<file path="src/rtl/serial_port_router_pkg.sv">
// Shared types and constants for the serial port router.
// Holds the FSM states, seven-segment codes and address-width helper.
package serial_port_router_pkg;

  typedef enum logic [2:0] {
    S_IDLE,
    S_ADDR,
    S_LEN,
    S_DATA,
    S_PAR,
    S_DONE
  } state_t;

  // Active-high segment codes, bit0 = segment a
  localparam logic [6:0] SSD_0 = 7'h3F;
  localparam logic [6:0] SSD_1 = 7'h06;
  localparam logic [6:0] SSD_2 = 7'h5B;
  localparam logic [6:0] SSD_3 = 7'h4F;
  localparam logic [6:0] SSD_4 = 7'h66;
  localparam logic [6:0] SSD_5 = 7'h6D;
  localparam logic [6:0] SSD_6 = 7'h7D;
  localparam logic [6:0] SSD_7 = 7'h07;
  localparam logic [6:0] SSD_8 = 7'h7F;
  localparam logic [6:0] SSD_9 = 7'h6F;
  localparam logic [6:0] SSD_A = 7'h77;
  localparam logic [6:0] SSD_B = 7'h7C;
  localparam logic [6:0] SSD_C = 7'h39;
  localparam logic [6:0] SSD_D = 7'h5E;
  localparam logic [6:0] SSD_E = 7'h79;
  localparam logic [6:0] SSD_F = 7'h71;

  function automatic int addr_width(input int n);
    return (n <= 2) ? 1 : $clog2(n);
  endfunction

endpackage

</file>
<file path="src/rtl/ssd_hex_decoder.sv">
// Hex digit to seven-segment code lookup.
// Pure combinational table.
module ssd_hex_decoder
  import serial_port_router_pkg::*;
(
  input  logic [3:0] hex,
  output logic [6:0] seg
);

  always_comb begin
    seg = SSD_0;
    unique case (hex)
      4'h0: seg = SSD_0;
      4'h1: seg = SSD_1;
      4'h2: seg = SSD_2;
      4'h3: seg = SSD_3;
      4'h4: seg = SSD_4;
      4'h5: seg = SSD_5;
      4'h6: seg = SSD_6;
      4'h7: seg = SSD_7;
      4'h8: seg = SSD_8;
      4'h9: seg = SSD_9;
      4'hA: seg = SSD_A;
      4'hB: seg = SSD_B;
      4'hC: seg = SSD_C;
      4'hD: seg = SSD_D;
      4'hE: seg = SSD_E;
      4'hF: seg = SSD_F;
      default: seg = SSD_0;
    endcase
  end

endmodule

</file>
<file path="src/rtl/serial_port_router.sv">
// Serial frame receiver that forwards data bits to one of
// NUM_PORTS outputs selected by the frame's address field.
module serial_port_router
  import serial_port_router_pkg::*;
#(
  parameter int NUM_PORTS = 4,
  parameter int LEN_W     = 4,
  parameter bit PARITY_EN = 1'b0
) (
  input  logic                 clk,
  input  logic                 rst,
  input  logic                 clkEn,
  input  logic                 SerIn,
  output logic                 SerOut,
  output logic                 SerOutValid,
  output logic [NUM_PORTS-1:0] PortSel,
  output logic                 Done,
  output logic                 FrameErr,
  output logic [6:0]           SSD_Out
);

  localparam int ADDR_W = addr_width(NUM_PORTS);
  localparam state_t TAIL = PARITY_EN ? S_PAR : S_DONE;

  state_t            state;
  state_t            state_nx;
  logic [ADDR_W-1:0] addr;
  logic [ADDR_W-1:0] addr_nx;
  logic [LEN_W-1:0]  len_sr;
  logic [LEN_W-1:0]  len_nx;
  logic [LEN_W-1:0]  cnt;
  logic [1:0]        bit_cnt;
  logic              par_acc;
  logic              err;
  logic              addr_last;
  logic              len_last;
  logic              cnt_last;
  logic              addr_ok;
  logic              addr_nx_ok;
  logic [3:0]        cnt_hex;

  assign addr_nx    = ADDR_W'({addr, SerIn});
  assign len_nx     = LEN_W'({len_sr, SerIn});
  assign addr_last  = (bit_cnt == 2'(ADDR_W - 1));
  assign len_last   = (bit_cnt == 2'(LEN_W - 1));
  assign cnt_last   = (cnt == LEN_W'(1));
  assign addr_ok    = (int'(addr) < NUM_PORTS);
  assign addr_nx_ok = (int'(addr_nx) < NUM_PORTS);

  always_ff @(posedge clk) begin
    if (!rst) state <= S_IDLE;
    else      state <= state_nx;
  end

  always_comb begin
    state_nx = state;
    unique case (state)
      S_IDLE: if (clkEn && !SerIn) state_nx = S_ADDR;
      S_ADDR: if (clkEn && addr_last) state_nx = S_LEN;
      S_LEN: begin
        if (clkEn && len_last)
          state_nx = (len_nx == '0) ? TAIL : S_DATA;
      end
      S_DATA: if (clkEn && cnt_last) state_nx = TAIL;
      S_PAR:  if (clkEn) state_nx = S_DONE;
      S_DONE: state_nx = S_IDLE;
      default: state_nx = S_IDLE;
    endcase
  end

  // DONE is left unconditionally, so it clears cnt even without clkEn
  always_ff @(posedge clk) begin
    if (!rst) begin
      addr    <= '0;
      len_sr  <= '0;
      cnt     <= '0;
      bit_cnt <= '0;
      par_acc <= 1'b0;
      err     <= 1'b0;
    end else if (state == S_DONE) begin
      cnt <= '0;
    end else if (clkEn) begin
      unique case (state)
        S_IDLE: begin
          if (!SerIn) begin
            err     <= 1'b0;
            bit_cnt <= '0;
            par_acc <= 1'b0;
          end
        end
        S_ADDR: begin
          addr    <= addr_nx;
          bit_cnt <= addr_last ? 2'd0 : bit_cnt + 2'd1;
          if (addr_last && !addr_nx_ok) err <= 1'b1;
        end
        S_LEN: begin
          len_sr  <= len_nx;
          bit_cnt <= bit_cnt + 2'd1;
          if (len_last) cnt <= len_nx;
        end
        S_DATA: begin
          cnt     <= cnt - LEN_W'(1);
          par_acc <= par_acc ^ SerIn;
        end
        S_PAR: begin
          if (par_acc ^ SerIn) err <= 1'b1;
        end
        default: ;
      endcase
    end
  end

  always_comb begin
    SerOut      = 1'b0;
    SerOutValid = 1'b0;
    PortSel     = '0;
    if (state == S_DATA && clkEn && addr_ok) begin
      SerOut      = SerIn;
      SerOutValid = 1'b1;
      PortSel     = NUM_PORTS'(1) << addr;
    end
  end

  assign Done     = (state == S_DONE);
  assign FrameErr = err;
  assign cnt_hex  = 4'(cnt);

  ssd_hex_decoder u_ssd (
    .hex (cnt_hex),
    .seg (SSD_Out)
  );

endmodule

</file>
<file path="config.mk">
export PLATFORM = sky130hd
export DESIGN_NAME = serial_port_router
export DESIGN_NICKNAME = d
export VERILOG_FILES = /design/src/rtl/serial_port_router_pkg.sv /design/src/rtl/ssd_hex_decoder.sv /design/src/rtl/serial_port_router.sv
export SDC_FILE = /design/constraint.sdc
export NUM_CORES = 1
export LEC_CHECK = 0
export ABC_AREA = 1
export BUFFER_PORTS_ARGS = -buffer_cell sky130_fd_sc_hd__buf_4
export CAP_MARGIN = 20
export CELL_PAD_IN_SITES_DETAIL_PLACEMENT = 1
export CELL_PAD_IN_SITES_GLOBAL_PLACEMENT = 2
export CORE_MARGIN = 2
export CORE_UTILIZATION = 31
export CTS_CLUSTER_DIAMETER = 80
export DETAILED_ROUTE_END_ITERATION = 10
export PLACE_DENSITY_LB_ADDON = 0.25
export SLEW_MARGIN = 20
export SYNTH_ARGS = -nofsm -noshare
export SYNTH_HDL_FRONTEND = slang
export SYNTH_SLANG_ARGS = --single-unit
</file>
<file path="constraint.sdc">
create_clock -name clk -period 2.7 [get_ports clk]
set_clock_uncertainty 0.05 [all_clocks]
set_input_delay 0.27 -clock clk [delete_from_list [all_inputs] [get_ports clk]]
set_output_delay 0.27 -clock clk [all_outputs]
set_load 0.01 [all_outputs]
</file>
After elaboration in Yosys (flattened, before gate mapping)
Memories as Yosys holds them, arrays and structs flattened. A register that Yosys moved wholly into a read port is not among the register bits.
Index checks and enable logic that the tools add are counted.
{"block": "totals", "register_bits": 16, "latch_bits": 0, "mem_bits_rw": 0, "romBits": 112, "in_bits": 4, "wordCells": 71, "n_memories": 1}
{"memory": "(no name shown)", "words": 16, "word_bits": 7, "rd": 1, "rd_clocked_by_memory_dff": 1, "write_ports": 0, "line": "ssd_hex_decoder.sv:12", "source": "unique case (hex)"}
{"block": "op_classes", "add_sub_neg": 2, "multipliers": 0, "div_mod_pow": 0, "n_lt_le_gt_ge": 0, "n_eq_ne": 16, "n_shift": 1, "n_mux": 21, "bitwise": 3, "n_reduce_logical": 20}
{"operator": "3-bit two-way mux", "n": 6}
{"operator": "4-bit two-way mux", "n": 4}
{"operator": "2-bit != test (second input constant)", "n": 8}
{"operator": "3-bit case mux with 5 select lines", "n": 1}
{"operator": "5-bit AND reduction", "n": 2}
{"operator": "3-bit AND reduction", "n": 3}
{"operator": "4-bit case mux with 2 select lines", "n": 1}
{"operator": "4-bit AND reduction", "n": 2}
{"operator": "3-bit by 2-bit equality test with 1-bit output (second input constant)", "n": 2}
{"operator": "3-bit equality test (second input constant)", "n": 2}
{"operator": "2-bit case mux with 3 select lines", "n": 1}
{"operator": "2-bit nonzero test", "n": 3}
{"operator": "1-bit logical AND", "n": 5}
{"operator": "4-bit by 1-bit equality test with 1-bit output (second input constant)", "n": 1}
{"operator": "4-bit zero test", "n": 1}
{"operator": "1-bit two-way mux", "n": 4}
{"operator": "2-bit two-way mux", "n": 2}
{"operator": "1-bit case mux with 2 select lines", "n": 2}
{"operator": "1-bit by 2-bit left shift with 4-bit output (first input constant)", "n": 1}
{"operator": "4-bit by 1-bit subtractor with 4-bit output (second input constant)", "n": 1}
{"operator": "3-bit by 1-bit equality test with 1-bit output (second input constant)", "n": 1}
{"operator": "3-bit zero test", "n": 1}
{"operator": "3-bit nonzero test", "n": 1}
{"operator": "2-bit by 1-bit adder with 2-bit output (second input constant)", "n": 1}
{"operator": "6 further kinds", "n": 7}

Logic depth before layout (Yosys ltp)
Gate-level depths: netlist of run 1.
{"block": "depth", "depth_word": 5, "mapped_depth": 15, "depth_no_buf": 15}

Cells and area by module
Synthesis of run 1 repeated with hierarchy kept, for this count alone.
{"block": "hier_totals", "hier_cells": 226, "hier_area_um2": 1317.5}
{"mod": "serial_port_router", "instances": 1, "cells_each": 174, "area_each_um2": 1047.3}
{"mod": "ssd_hex_decoder", "instances": 1, "cells_each": 52, "area_each_um2": 270.3}

Least setup slack after synthesis of run 1
OpenSTA, ideal clock, no wires.
{"block": "synth_timing", "path_type": "register to register", "start": "reg bit_cnt[0]", "end": "reg u_ssd.seg[3] (netlist name)", "setup_ps": 58, "arrival_ps": 1802, "slack_ps": 790, "path_stages_with_launch": 12, "path_buffers": 0, "path_cell_list": "dfxtp_1 ha_1 o211ai_2 o21ai_0 nand2_1 inv_1 ha_1 inv_1 nand4_1 nand2_1 nand2_1 nand2_1"}
{"block": "synth_via", "elab_chain_len": 5}
{"item": "start, declared", "line": "serial_port_router.sv:32", "source": "logic [1:0] bit_cnt;"}
{"item": "start signal, assigned", "line": "serial_port_router.sv:93", "source": "bit_cnt <= addr_last ? 2'd0 : bit_cnt + 2'd1;"}
{"item": "start signal, assigned", "line": "serial_port_router.sv:98", "source": "bit_cnt <= bit_cnt + 2'd1;"}
{"item": "2-bit equality test", "line": "serial_port_router.sv:45", "source": "assign len_last = (bit_cnt == 2'(LEN_W - 1));"}
{"item": "2-bit != test (no line)"}
{"item": "3-bit AND reduction (no line)"}
{"item": "4-bit two-way mux (no line) (2 in a row)"}
Every way passes these cells.
A chain may end at the register's enable or synchronous reset.

Worst setup path in the final report of run 1
{"block": "layout_timing", "start": "reg state[2]", "end": "reg u_ssd.seg[3] (netlist name)"}
{"block": "layout_via", "elab_chain_len": 5}
{"item": "start, declared", "line": "serial_port_router.sv:25", "source": "state_t state;"}
{"item": "start signal, assigned", "line": "serial_port_router.sv:52", "source": "else state <= state_nx;"}
{"item": "3-bit by 2-bit equality test with 1-bit output", "line": "serial_port_router.sv:83", "source": "unique case (state)"}
{"item": "2-bit != test (no line) or 2-bit nonzero test (tied branches)"}
{"item": "3-bit AND reduction (no line)"}
{"item": "4-bit two-way mux (no line)"}
{"item": "4-bit two-way mux (no line) *"}
Every way passes the cells marked *; elsewhere a longest branch is shown, timed or not.

==> metrics.txt, run 1 <==
run status finished clean; Max Cap Viol 0; drt via density 4.85; Mapped Cells 220; sw power 323 uW; TritonRoute pass-1 iters 5; RD Place Congestion 0.812; Net Sw Frac 36.4%; Worst-Skew Late Latency 0.26 ns; H-tree depth 1; clock buffer depth 2; diode count 0; CTS Buf Count 3; Setup crit start kind register; crit-path max FO 12; FF-to-FF End u_ssd.seg[3]; Reg area 460 um^2; slack of the worst reg-to-reg path 0.39 ns; most common cell after layout, fill and taps aside nand2_1; Worst setup endpoint u_ssd.seg[3]; Die Wd 72.4 um; initial antenna violation count 0; CTS sink count 23; final hold slack 0.262 ns; type of the worst setup path reg -> reg; placed insts 288; Critical Path Start state[2]; Syn Area/Cell 6.60 um^2; area of the multi-input gates 846 um^2; row cnt 24; fraction of layout instances using a drive strength above 1 16.3%; Die Footprint 5250 um^2; internal power 563 uW; CTS tree built; Final min period 2.31 ns; FF-to-FF path depth 12; WP data arrival 2.48 ns; Wirelength per Cell 13.1 um; Final nets 257; most frequent cells in the layout nand2_1, inv_1, dfxtp_1; post-route cell area 1690 um^2; Synth Cell Area 1450 um^2; asr flop ratio synth 0%; gr ovfl total 0; most used flip-flop cell after synthesis dfxtp_1; GRT Resource Usage Total 15.6%; RSZ-0062 raised after global routing false; met2 WL 1680 um; Worst EP required 2.86 ns; share of power burned in registers 45.8%; highest clock rate 0.432 GHz; Final setup viols 0; vias in the first global route 1,436; Final Power 885 uW; Die Y-Extent 72.4 um; Power Dens Cells 524 nW/um^2; highest routed metal layer met4; Area growth syn-to-layout 16.3%; Slew Viols, Final 0; DR WL met3 89 um; worst-margin pin slew 0.450 ns; final-report hold violation count 0; Area after DPL 1640 um^2; CTS clk-pin slew, worst paths 0.09 ns; WL final 3830 um; setup TNS 0 ns; Final Instance Count excl. Fillers 292; Leak 0.798 nW; sequential share of the synthesized area 31.7%; Synthesized Nets 236; Min-Delay Path Class in -> reg; met1 WL 2040 um; # DRC 0; HPWL after detailed placement 3090 um; Fillers 589; Final Cycle Share 85.7%; post-route ant nets 0; Clock power frac 24.9%; Synth Warn # 0; slew margin rel. 69.9%; peak supply drop 0.000258 V; # resized after CTS 0; Hold-fix buffers, CTS 0; largest net degree at the start of global routing 14; Starting DRT DRC Count 63; post-CTS setup repair buffer count 0; CTS root buffer clkbuf_8; crit end category register; Vias 1,415; Starting Density 32.7%; Post-synth EDFFs 0; I/O Buffers 18; Cell variety after synth 23; first-pass GRT wire length 6590 um; Std-Cell Core Area 4440 um^2; reg-to-reg startpoint state[2]; Logic pwr share 29.3%; io pins 19; flops & latches, synth 23
cells in the mapped netlist, drive strengths merged (2+ instances only):
library cell / instances / area share, %
nand2: 64 / 17
inv: 36 / 9.3
dfxtp: 23 / 32
nor2: 21 / 6.5
o21ai: 16 / 5.5
a21oi: 15 / 5.4
nand3: 15 / 5.9
ha: 12 / 10
nand4: 7 / 3.0
nor3: 4 / 1.4
buf: 2 / 0.69
o211ai: 2 / 1.4
cell type report:
class                      instances  area share (%)
multi-input combinational        159            50.1
clock inverter                     1           0.297
clock buffer                       3            2.45
sequential                        23            27.3
inverter                          36            8.01
timing repair buffer              18            8.01
tap                               52            3.85
worst min-delay path by stage:
stage | cells after the start | slack, ns | startpoint | to
after floorplan | 2 | 0.40 | par_acc | par_acc
after global placement | 2 | 0.41 | FrameErr | FrameErr
after detailed placement | 2 | 0.41 | FrameErr | FrameErr
after CTS | 3 | 0.26 | rst | len_sr[0]
after global routing | 3 | 0.27 | rst | len_sr[2]
final | 3 | 0.26 | rst | state[1]
kinds of logic (layout without fill, tap and decap cells):
family	Yosys count	in the layout	share of synthesized area (%)
adders and majority gates	12	12	10.3
DFF	23	23	31.7
and+or+nand+nor	112	112	34.5
buffers and inverters	38	58	10.0
xor gates and xnor gates	1	1	0.604
AOI/OAI and AO/OA	34	34	12.8
state kept, by name, summed over array words and instances (netlist names):
register,flops
FrameErr,1
addr,2
bit_cnt,2
cnt,4
len_sr,3
par_acc,1
state,3
u_ssd.seg,7
critical path: stages, from the launching register on:
cell and delay, ns:
dfxtp_1 0.61, inv_1 0.10, nand3_2 0.17, o21ai_0 0.09, o21ai_0 0.25, nand2_1 0.21
inv_1 0.17, ha_1 0.25, inv_1 0.06, nand4_1 0.10, nand2_1 0.09, nand2_1 0.05
nand2_1 0.06
power groups by stage:
stage / Combinational [mW] / Clock [mW] / Sequential [mW]
after detailed placement: 0.260 / 0 / 0.415
after floorplan: 0.182 / 0 / 0.409
final: 0.259 / 0.221 / 0.405
after global routing: 0.298 / 0.245 / 0.412
after CTS: 0.261 / 0.231 / 0.406
after global placement: 0.258 / 0 / 0.413
through the flow:
| step | utilization (%) | setup WS [ns] |
|---|---|---|
| after floorplan | - | 0.790 |
| after global placement | 36.9 | 0.470 |
| after detailed placement | 36.9 | 0.386 |
| after CTS | 38.0 | 0.377 |
| after global routing | 38.0 | 0.102 |
| final | 38.0 | 0.386 |
per-layer routing:
layer	up-vias	track usage [%]
li1	741	-
met1	660	22.5
met2	12	25.3
met3	2	2.08
met4	0	2.47
met5	-	0
(Power assumes the default switching activity.)
==> run 2, diff against run 1 <==
ABC_AREA = not set   (was 1)
BUFFER_PORTS_ARGS = -buffer_cell sky130_fd_sc_hd__buf_2   (was -buffer_cell sky130_fd_sc_hd__buf_4)
CORE_UTILIZATION = 34   (was 31)
PLACE_DENSITY_LB_ADDON = 0.1   (was 0.25)
==> run 2 against run 1 <==
  * Worst hold slack gained 0.062 ns
  * Design area is 1.1% lower
  * Via count fell by 5.1%
  * Sequential power decreased by 12%
  * Register-to-register slack worse by 0.08 ns
  * Non-clock buffer count up 4
  * Sequential cell count did not move
  * Synthesized area increased by 2.1%
  * Die area is 6.6% lower
  * Critical path depth shrank 4
  * Power shrank 25%
  * Clock power about the same
  * Critical path type unchanged
  * Critical endpoint is now u_ssd.seg[0]
  * Largest cell class unchanged
==> metrics.txt, run 2 <==
CTS Buf Count 3; most frequent cells in the layout dfxtp_1, nand2_1, buf_2; Slew Viols, Final 0; Final Cycle Share 88.5%; Worst-Skew Late Latency 0.26 ns; Power Dens Cells 397 nW/um^2; Max Cap Viol 0; HPWL after detailed placement 3040 um; CTS clk-pin slew, worst paths 0.08 ns; Synth area leaders dfxtp_1, ha_1, nand2_1, o21ai_0, nor2_1; slew margin rel. 65.4%; area share of the largest cell type after synthesis 31.1%; Starting DRT DRC Count 39; Post-synth EDFFs 0; commonest cells in the netlist dfxtp_1, nand2_1, nor2_1, ha_1, o21ai_0; crit end category register; I/O Buffers 18; peak supply drop 0.000156 V; CP max-delay cell dfxtp_1; Die Footprint 4900 um^2; max FFs per register 7; Starting Density 34.7%; io pins 19; most used flip-flop cell after synthesis dfxtp_1; count leader, synth dfxtp_1; WP data arrival 2.54 ns; Final Power 662 uW; Area after DPL 1620 um^2; Final nets 214; max incr delay on CP 0.59 ns; Wirelength per Cell 15.9 um; row cnt 24; # resized after CTS 0; CP Cell Sequence and3b_1 -> nand2_1 -> inv_2 -> o22ai_1 -> a31oi_1 -> ha_1 -> or3_1 -> o211ai_2; Final setup viols 0; vias in the first global route 1,378; setup TNS 0 ns; fraction of layout instances using a drive strength above 1 16.2%; run status finished clean; largest net degree at the start of global routing 18; Synthesized Nets 195; Setup crit start kind register; Area growth syn-to-layout 12.7%; Hold-fix buffers, CTS 0; area of the multi-input gates 930 um^2; Reg area 460 um^2; Die Y-Extent 70.0 um; most common cell after layout, fill and taps aside dfxtp_1; type of the worst setup path reg -> reg; clock buffer depth 2; Worst EP required 2.85 ns; WL final 3950 um; Min-Delay Path Class in -> reg; crit-path max FO 15; Cell variety after synth 45; CTS sink count 23; post-route ant nets 0; # DRC 0; post-route cell area 1670 um^2; Vias 1,343; first-pass GRT wire length 6670 um; TritonRoute pass-1 iters 4; Final min period 2.39 ns; diode count 0; Std-Cell Core Area 4260 um^2; final hold slack 0.324 ns; initial antenna violation count 0; Syn Area/Cell 8.28 um^2; worst-margin pin slew 0.519 ns; gr ovfl total 0; Die Wd 70.0 um; Mapped Cells 179; H-tree depth 1; RD Place Congestion 0.854; flops & latches, synth 23; CTS root buffer clkbuf_8; final-report hold violation count 0; post-CTS setup repair buffer count 0; Fillers 527; highest clock rate 0.418 GHz; Leak 0.670 nW; sequential share of the synthesized area 31.1%; Synth Warn # 0; drt via density 5.39; area leader, netlist dfxtp_1; CTS tree built; Synth Cell Area 1480 um^2; asr flop ratio synth 0%; GRT Resource Usage Total 16.9%; RSZ-0062 raised after global routing false
## run 2: kinds of logic after synthesis
group           count (synthesis)  synth area share [%]
mux                             5                  3.72
simple gates                   66                  23.1
fa+ha+maj                      12                  10.1
buf+inv                        21                  6.17
compound gates                 50                  24.6
xor+xnor                        2                  1.18
flops                          23                  31.1
## run 2: critical path, delay by kind of cell, from the launching register on
family                   cells  cell delay, ns
AO/OA/AOI/OAI                3            0.44
adder cells (fa/ha/maj)      1            0.31
buffers and inverters        1            0.08
flip-flops                   1            0.59
AND/OR/NAND/NOR              3            0.86
## run 2: path summary, 6_finish.rpt
kind | startpoint | to | slack [ns] | cells after the start
max | state[2] | u_ssd.seg[0] | 0.31 | 8
max reg2reg | state[2] | u_ssd.seg[0] | 0.31 | 8
min reg2reg | len_sr[1] | len_sr[2] | 0.45 | 2
min | SerIn | len_sr[0] | 0.32 | 3
## run 2: metrics by stage
| stage | cells | utilization, % | worst slack (ns) |
|---|---|---|---|
| 2_1_floorplan | 179 | - | 0.597 |
| 3_3_place_gp | 245 | 38.1 | 0.423 |
| 3_5_place_dp | 245 | 38.1 | 0.341 |
| 4_1_cts | 249 | 39.1 | 0.290 |
| 5_1_grt | 249 | 39.1 | 0.0150 |
| 6_report | 249 | 39.1 | 0.310 |
## run 2: report_power, final
part	total (mW)	switching [mW]	internal (mW)
Combinational	0.0870	0.0531	0.0340
Sequential	0.357	0.0119	0.345
Clock	0.218	0.112	0.105
## run 2: cell type report
type / count / share of cell area [%]
multi-input cells: 135 / 55.7
flip-flops and latches: 23 / 27.6
repair buffers: 22 / 7.20
well taps: 52 / 3.90
inverters: 13 / 2.92
clock buffers: 4 / 2.70
## run 2: per-layer routing
| metal | part of all wire, % | up-vias | GRT usage [%] |
|---|---|---|---|
| met4 | 0.48 | 0 | 3.85 |
| li1 | - | 675 | - |
| met1 | 45 | 659 | 20.0 |
| met2 | 54 | 7 | 32.2 |
| met3 | 1.3 | 2 | 2.16 |
| met5 | 0 | - | 0 |
==> run 3, diff against run 2 <==
BUFFER_PORTS_ARGS = -buffer_cell sky130_fd_sc_hd__clkbuf_2   (was -buffer_cell sky130_fd_sc_hd__buf_2)
==> run 3 against run 2 <==
  * Clock power is essentially flat
  * Combinational power increased by 2%
  * Design area unchanged
  * Die area unchanged
  * Sequential share of layout area unchanged
  * Power increased by 0.23%
  * Sequential cell count unchanged
  * Critical path depth rose by 1
  * Non-clock buffer count unchanged
  * Global-route usage grew 1.1 points
  * Worst setup slack worse by 0.025 ns
  * Core utilization stayed put
==> metrics.txt, run 3 (same netlist as run 2, synthesis figures left out) <==
FF-to-FF path depth 9; Final setup viols 0; most common cell after layout, fill and taps aside dfxtp_1; WP data arrival 2.53 ns; Wirelength per Cell 16.4 um; most frequent cells in the layout dfxtp_1, nand2_1, clkbuf_2; largest net degree at the start of global routing 18; Die Y-Extent 70.0 um; Vias 1,366; post-CTS setup repair buffer count 0; CP max-delay cell dfxtp_1; Power Dens Cells 398 nW/um^2; clock buffer depth 2; Std-Cell Core Area 4260 um^2; WL final 4080 um; final-report hold violation count 0; Critical Path Start state[2]; CTS root buffer clkbuf_8; met1 WL 1760 um; RSZ-0062 raised after global routing false; GRT Resource Usage Total 18.1%; Starting DRT DRC Count 51; Worst EP required 2.81 ns; setup TNS 0 ns; Die Wd 70.0 um; max FFs per register 7; I/O Buffers 18; Area growth syn-to-layout 12.7%; Hold-fix buffers, CTS 0; H-tree depth 1; type of the worst setup path reg -> reg; Final nets 214; Leak 0.671 nW; crit-path max FO 15; CTS sink count 23; Max Cap Viol 0; Final Cycle Share 89.5%; slack of the worst reg-to-reg path 0.28 ns; io pins 19; Final min period 2.42 ns; Reg area 460 um^2; hold path start SerIn; worst-margin pin slew 0.533 ns; Worst-Skew Late Latency 0.26 ns; reg-to-reg startpoint state[2]; # DRC 0; diode count 0; CTS tree built; row cnt 24; highest clock rate 0.414 GHz; Worst setup endpoint u_ssd.seg[4]; Starting Density 34.7%; peak supply drop 0.000170 V; TritonRoute pass-1 iters 4; crit end category register; post-route cell area 1670 um^2; drt via density 5.49; Fillers 531; max incr delay on CP 0.45 ns; Min-Delay Path Class in -> reg; run status finished clean; CTS clk-pin slew, worst paths 0.08 ns; initial antenna violation count 0; post-route ant nets 0; Area after DPL 1620 um^2; slew margin rel. 64.5%; area of the multi-input gates 930 um^2; HPWL after detailed placement 3120 um; # resized after CTS 0; vias in the first global route 1,465; gr ovfl total 0; first-pass GRT wire length 7090 um; met2 WL 2230 um; Slew Viols, Final 0; DR WL met3 57 um; fraction of layout instances using a drive strength above 1 16.2%; RD Place Congestion 0.844; Die Footprint 4900 um^2; CTS Buf Count 3; highest routed metal layer met4; FF-to-FF End u_ssd.seg[4]; Setup crit start kind register; CP Cell Sequence and3b_1 -> nand2_1 -> inv_2 -> o22ai_1 -> a31oi_1 -> inv_1 -> ha_1 -> nand3b_1 -> o221a_1
run 3: cell count changes in the layout (fill, tap and decap cells not counted):
| cell | previous run | this run |
|---|---|---|
| clkbuf_2 | 0 | 18 |
| buf_2 | 18 | 0 |
run 3: how the worst min path moves through the flow:
stage	to	slack, ns	cells past startpoint
2_1_floorplan	par_acc	0.36	2
3_3_place_gp	len_sr[2]	0.43	2
3_5_place_dp	len_sr[2]	0.45	2
4_1_cts	len_sr[0]	0.38	3
5_1_grt	len_sr[0]	0.41	3
6_report	len_sr[0]	0.37	3
run 3: power breakdown:
| group | total [mW] | internal, mW | leakage (nW) | switching (mW) |
|---|---|---|---|---|
| Combinational | 0.0884 | 0.0341 | 0.462 | 0.0544 |
| Clock | 0.218 | 0.105 | 0.0228 | 0.112 |
| Sequential | 0.358 | 0.345 | 0.186 | 0.0122 |
run 3: stage by stage:
| stage | hold slack (ns) | total power [mW] | worst slack, ns | instances | utilization, % |
|---|---|---|---|---|---|
| finish | 0.373 | 0.664 | 0.285 | 249 | 39.1 |
| global route | 0.405 | 0.702 | 0.0702 | 249 | 39.1 |
| CTS | 0.379 | 0.672 | 0.301 | 249 | 39.1 |
| detailed placement | 0.445 | 0.454 | 0.334 | 245 | 38.1 |
| global placement | 0.428 | 0.449 | 0.419 | 245 | 38.1 |
| floorplan | 0.361 | 0.423 | 0.597 | 179 | - |
run 3: area by class of cell:
| class | instances | share of cell area, % |
|---|---|---|
| Inverter | 13 | 2.92 |
| Multi-Input combinational cell | 135 | 55.7 |
| Timing Repair Buffer | 22 | 7.20 |
| Sequential cell | 23 | 27.6 |
| Clock buffer | 4 | 2.70 |
| Tap cell | 52 | 3.90 |
run 3: routing by layer:
layer | track usage, % | vias up
met5 | 0 | -
li1 | - | 675
met2 | 33.5 | 9
met4 | 5.34 | 0
met3 | 2.31 | 4
met1 | 21.5 | 678
run 3: critical path: cells and delay by family (launching register included):
family	cells	cell delay [ns]
DFF	1	0.45
buffers and inverters	2	0.33
AOI/OAI and AO/OA	3	0.60
and+or+nand+nor	3	0.66
adders and majority gates	1	0.23
